`src/rtl/instruction_fetch.sv`:
```
// Fetch stage: owns the PC, drives a combinational instruction memory and
// holds one fetched word in an instruction register for execute (valid/ready).
// Ports: clock, reset_n (sync, active-low); run/halt control; imem_address/
// imem_data memory side; ir/ir_pc/ir_valid/ir_ready execute side;
// jump_valid/jump_address redirect; pc, fetch_count, state status.
module instruction_fetch #(
  parameter int ADDR_W = 8,
  parameter int INSTR_W = 32,
  parameter logic [ADDR_W-1:0] RESET_PC = '0
) (
  input  logic               clock,
  input  logic               reset_n,
  input  logic               run,
  input  logic               halt,
  output logic [ADDR_W-1:0]  imem_address,
  input  logic [INSTR_W-1:0] imem_data,
  output logic [INSTR_W-1:0] ir,
  output logic [ADDR_W-1:0]  ir_pc,
  output logic               ir_valid,
  input  logic               ir_ready,
  input  logic               jump_valid,
  input  logic [ADDR_W-1:0]  jump_address,
  output logic [ADDR_W-1:0]  pc,
  output logic [15:0]        fetch_count,
  output logic [1:0]         state
);

  typedef enum logic [1:0] {
    IDLE   = 2'd0,
    RUN    = 2'd1,
    HALTED = 2'd2
  } state_t;

  state_t state_q;
  state_t state_d;

  logic [ADDR_W-1:0]  pc_q;
  logic [INSTR_W-1:0] ir_q;
  logic [ADDR_W-1:0]  ir_pc_q;
  logic               ir_valid_q;
  logic [15:0]        count_q;

  logic consume;
  logic leave_run;
  logic load;
  logic take_jump;
  logic restart;

  assign consume = ir_valid_q & ir_ready;

  always_comb begin
    state_d   = state_q;
    leave_run = 1'b0;
    load      = 1'b0;
    take_jump = 1'b0;
    restart   = 1'b0;
    unique case (state_q)
      IDLE: begin
        if (run) begin
          state_d = RUN;
          restart = 1'b1;
        end
      end
      RUN: begin
        leave_run = halt | ~run;
        take_jump = jump_valid;
        load      = ~jump_valid & (~ir_valid_q | ir_ready)
                    & ~halt & run;
        if (leave_run) state_d = HALTED;
      end
      HALTED: begin
        take_jump = jump_valid;
        if (!run) state_d = IDLE;
      end
      default: state_d = IDLE;
    endcase
  end

  always_ff @(posedge clock) begin
    if (!reset_n) begin
      state_q    <= IDLE;
      pc_q       <= RESET_PC;
      ir_q       <= '0;
      ir_pc_q    <= '0;
      ir_valid_q <= 1'b0;
      count_q    <= '0;
    end else begin
      state_q <= state_d;
      if (consume && count_q != 16'hFFFF)
        count_q <= count_q + 16'd1;
      // Jump beats load; a jump also drops the held word.
      if (restart) begin
        pc_q <= RESET_PC;
      end else if (take_jump) begin
        pc_q <= jump_address;
      end else if (load) begin
        pc_q <= pc_q + ADDR_W'(1);
      end
      if (load) begin
        ir_q    <= imem_data;
        ir_pc_q <= pc_q;
      end
      if (take_jump || leave_run) begin
        ir_valid_q <= 1'b0;
      end else if (load) begin
        ir_valid_q <= 1'b1;
      end else if (consume) begin
        ir_valid_q <= 1'b0;
      end
    end
  end

  assign imem_address = pc_q;
  assign pc           = pc_q;
  assign ir           = ir_q;
  assign ir_pc        = ir_pc_q;
  assign ir_valid     = ir_valid_q;
  assign fetch_count  = count_q;
  assign state        = state_q;

endmodule

```
`config.mk`:
```
export PLATFORM = sky130hd
export DESIGN_NAME = instruction_fetch
export DESIGN_NICKNAME = d
export VERILOG_FILES = /design/src/rtl/instruction_fetch.sv
export SDC_FILE = /design/constraint.sdc
export NUM_CORES = 1
export LEC_CHECK = 0
export ABC_AREA = 1
export CAP_MARGIN = 0
export CORE_MARGIN = 4
export CORE_UTILIZATION = 40
export CTS_CLUSTER_SIZE = 30
export DETAILED_ROUTE_END_ITERATION = 10
export PLACE_DENSITY = 0.84
export SYNTH_ARGS = -nofsm -noshare
export SYNTH_HDL_FRONTEND = slang
export SYNTH_SLANG_ARGS = --single-unit
```
`constraint.sdc`:
```
create_clock -name clock -period 1.95 [get_ports clock]
set_input_delay 0.585 -clock clock [delete_from_list [all_inputs] [get_ports clock]]
set_output_delay 0.585 -clock clock [all_outputs]
set_load 0.1 [all_outputs]
```
# After elaboration in Yosys (flattened, before gate mapping)
# Cells that the tools add are included.
dict set report word_totals {
  regBits 67
  output_inout_bits 75
  in_bits 46
  word_cells 47
}
dict set report classes {
  add_sub_neg 2
  n_bitwise 11
  n_reduce_logical 9
  n_eq_ne 6
  muxes 13
}
# op n
set op_table {}
lappend op_table {{adder 16 x 1 -> 16 bit (second input constant)} 1}
lappend op_table {{two-way mux 8 bit} 2}
lappend op_table {{inequality test 16 bit (second input constant)} 1}
lappend op_table {{adder 8 x 1 -> 8 bit (second input constant)} 1}
lappend op_table {{two-way mux 1 bit} 7}
lappend op_table {{two-way mux 2 bit} 3}
lappend op_table {{inequality test 2 bit (second input constant)} 3}
lappend op_table {{case mux 2 bit (3 select lines)} 1}
lappend op_table {{OR reduction 2 bit} 3}
lappend op_table {{inverter 1 bit} 5}
lappend op_table {{bitwise AND 1 bit} 4}
lappend op_table {{nonzero test 2 bit} 2}
lappend op_table {{AND reduction 3 bit} 1}
lappend op_table {{== test 2 x 1 -> 1 bit (second input constant)} 1}
lappend op_table {{== test 2 bit (second input constant)} 1}
lappend op_table {{zero test 2 bit} 1}
lappend op_table {{bitwise OR 1 bit} 2}
lappend op_table {{logical AND 1 bit} 1}
lappend op_table {{logical OR 1 bit} 1}

# Depth between registers and ports, before layout
dict set report logic_depth {
  word_depth 8
  depth_mapped 9
  mapped_depth_nobuf 9
}

# Worst setup path after synthesis
# OpenSTA, ideal clock, no wires.
dict set report synth_path {
  kind {reg-to-reg}
  startpoint {register state_q[0] (netlist: state[0])}
  endpoint {register pc_q[0] (netlist: imem_address[0])}
  n_path_buf 0
  required_time_ns 1.832
  t_arrival_ns 2.201
  setup_time_ns 0.118
  period_less_slack_ns 2.320
  setup_slack_ns -0.370
  stages_incl_launch_ff 9
  cell_sequence {dfxtp_1 -> inv_1 -> ha_1 -> nand2_1 -> inv_1 -> nor2_2 -> inv_1 -> o21ai_0 -> nor2_1}
}
dict set report synth_via {
  elab_chain_cells 4
  elab_cells_between_ends 10
  cone_classes {eq/ne: 2; mux: 4; reduce/logical: 4}
}
# item line
set synth_rtl {}
lappend synth_rtl {{start, declared} 34} ;# state_t state_q;
lappend synth_rtl {{start signal, assigned} 88} ;# state_q <= state_d;
lappend synth_rtl {{== test 2 bit or == test 2 x 1 -> 1 bit (tied branches)} 57} ;# unique case (state_q)
lappend synth_rtl {{OR reduction 2 bit (no line)} n/a}
lappend synth_rtl {{two-way mux 1 bit} 57}
lappend synth_rtl {{two-way mux 8 bit or nonzero test 2 bit (tied branches)} n/a}
lappend synth_rtl {{end signal, assigned} 95} ;# pc_q <= jump_address;
lappend synth_rtl {{end signal, assigned} 97} ;# pc_q <= pc_q + ADDR_W'(1);
lappend synth_rtl {{end, declared} 37} ;# logic [ADDR_W-1:0] pc_q;
# Several ways; a longest one is shown, not always the timed one.
# A chain may end at the register's enable or synchronous reset.

# Final worst setup path
dict set report layout_path {
  startpoint {input ir_ready}
  endpoint {register ir_q[13] (netlist: ir[13])}
}
dict set report layout_via {
  elab_chain_cells 5
}
# item line
set layout_rtl {}
lappend layout_rtl {{start, declared} 20} ;# input logic ir_ready,
lappend layout_rtl {{bitwise OR 1 bit} 67} ;# load = ~jump_valid & (~ir_valid_q | ir_ready)
lappend layout_rtl {{bitwise AND 1 bit} 67}
lappend layout_rtl {{bitwise AND 1 bit (2 in series)} 68} ;# & ~halt & run;
lappend layout_rtl {{two-way mux 1 bit} 57}
lappend layout_rtl {{end signal, assigned} 100} ;# ir_q <= imem_data;
lappend layout_rtl {{end, declared} 38} ;# logic [INSTR_W-1:0] ir_q;
# No other way between the ends.

==> out/metrics.cfg <==
[cells_and_area]
final_util = 0.724
drive_gt1_frac = 0.250
seqCellArea_sq_um = 1370
layoutNonFillerInstCount = 651
nFillCells = 492
multiInputGateArea_sq_um = 1450
nNetsFinal = 599
diodes = 0
area_growth_pct = 74.1

[setup_path]
required_ns = 2.23
cp_data_arrival_time_ns = 2.06
critPathLaunchType = input port
path_max_fanout = 46
cp-end-kind = register
timing_worst_setup_path_type = input port to register

[floorplan]
fp.dieH_um = 95.3
coreArea_sq_um = 7330
start_util = 0.416
die_w_um = 95.3
dieArea_sq_um = 9080
fp-row-count = 31
io_pins = 121

[clock_tree]
cts_tree = yes
clockRootBuffer = clkbuf_8
cts_htree_levels = 3
cts_max_path_buffers = 2
cts_resized = 0
cts_setup_buffers = 0
insertion_delay_ns = 0.34
ctsHoldBuffers = 0
cts_sinks = 67
numCtsBuffers = 9
path_clk_slew_ns = 0.08

[yosys]
ys_seq_area_frac = 0.440
yosys-top-cells-area = dfxtp_1 (44%), nor2_1 (12%), nand2_1 (10%)
synth_top_area_cell = dfxtp_1
synth.distinct_cells = 25
syn-num-nets = 480
netlist.area_leader.share = 0.440
syn_avg_cell_area_sq_um = 7.12
synthesis.area_sq_um = 3050
ys.warnings.count = 0
ys_ff_latch = 67
synth_cells = 428

[power_and_ir_drop]
total_leakage_power_nw = 2.21
p_per_area_nw_per_um2 = 759
power_mw = 4.03
vdd_drop_max_v = 0.000602

[sta]
final_hold_viol_count = 0
whs_ns = 0.508
fmax_ghz = 0.563
fin_crit_sh = 0.911
max_slew.worst_pin.slew_ns = 0.381
tns_ns = 0
min_period_ns = 1.78
fin_skew_ns = 0.0111
setup_viol = 0
slew_viol_final = 0
rsz0062_at_grt = false
slew_headroom = 0.746

[job]
max_cap_violations = 0

[routing]
route.detailed.wl_per_inst_um = 14.4
num_vias = 3256
dr.first_iter.drc_count = 165
remaining_drc_errors = 0
firstDrtPassIters = 4
routed_wl_mm = 9.40
vias_per_cell = 5.00
ant_nets = 0

[place]
routabilityCongestion = 0.941
port_buffers = 120
post-place-cells = 635
hpwlAfterDp_mm = 6.96

[global_route]
grt.total_usage = 0.223
grt_pass1_wl_mm = 15.8
grt_pass1_vias = 3318
overflow = 0
grt_max_degree = 47
antenna_found_initial = 0

[run_status]
status = finished, final reports clean

[worst_hold_path]
hold_path.class = register to register

where the power goes:
group | switching [mW] | total [mW] | internal, mW
logic | 0.907 | 1.43 | 0.526
registers | 0.119 | 1.57 | 1.45
clock network | 0.561 | 1.03 | 0.469
total | 1.59 | 4.03 | 2.44
critical path: stages:
cell and delay [ns]:
clkdlybuf4s50_1 0.52, inv_1 0.05, nand2_1 0.08, nand2_1 0.09, nor2_4 0.22, buf_12 0.24
o21ai_0 0.13, nor2_1 0.13
cell usage after synthesis (all sizes together):
cell,n
inv,29
o21ai,45
xnor2,2
a21oi,25
nor2,106
dfxtp,67
nand4,9
xor2,4
a211oi,2
nand2,84
o211ai,1
buf,18
ha,6
nand3b,2
a22oi,1
clkbuf,6
nand3,21
layout make-up:
cell class / instances / share of cell area
timing repair buffer: 132 / 0.392
multi-input combinational: 308 / 0.273
inverter: 29 / 0.0205
clock inverter: 7 / 0.0101
tap: 99 / 0.0233
clock buffer: 9 / 0.0233
sequential: 67 / 0.258
cells by family (layout without fill, tap and decap cells):
family	count (synthesis)	count (layout)	synth area share
xor+xnor	6	6	0.0172
fa+ha+maj	6	6	0.0246
compound gates	74	74	0.128
flops	67	67	0.440
buf+inv	53	177	0.0854
simple gates	222	222	0.304
worst paths after layout:
check	start	end	slack, ns	depth (start not counted)
setup / recovery	ir_ready	ir[13]$_SDFFE_PN0P_	0.17	8
hold / removal	fetch_count[1]$_SDFFE_PN0P_	fetch_count[1]$_SDFFE_PN0P_	0.51	2
setup reg to reg	state[1]$_SDFFE_PN0P_	ir[13]$_SDFFE_PN0P_	0.30	7
hold reg to reg	fetch_count[1]$_SDFFE_PN0P_	fetch_count[1]$_SDFFE_PN0P_	0.51	2
through the flow:
stage	area, sq um	worst slack, ns
finish	5310	0.174
global route	5310	0.0281
detailed placement	5130	-0.174
global placement	5130	-0.100
CTS	5310	0.187
floorplan	3080	0.00679
placed cells by master, fill, tap and decap left out:
cell,count
a211oi_1,2
a21oi_1,25
a22oi_1,1
buf_12,78
buf_4,9
clkbuf_8,9
clkdlybuf4s50_1,45
clkinv_2,2
clkinv_4,4
dfxtp_1,46
dfxtp_2,20
dfxtp_4,1
ha_1,6
inv_1,27
inv_2,2
inv_6,1
nand2_1,81
nand2_2,3
nand3_1,21
nand3b_1,2
nand4_1,9
nor2_1,98
nor2_2,6
nor2_4,2
o211ai_1,1
o21ai_0,39
o21ai_1,5
o21ai_4,1
xnor2_1,2
xor2_1,4
per-layer routing:
| metal | part of all wire | wire length (um) | GRT usage |
|---|---|---|---|
| met5 | 0 | 0 | 0 |
| met4 | 0.021 | 198 | 0.0974 |
| met3 | 0.091 | 857 | 0.0829 |
| met2 | 0.51 | 4750 | 0.384 |
| met1 | 0.38 | 3590 | 0.244 |
registers in the layout, summed over array words and instances, names as in the netlist:
signal,count
fetch_count,16
imem_address,8
ir,32
ir_pc,8
ir_valid,1
state,2
(Power assumes the default switching activity.)
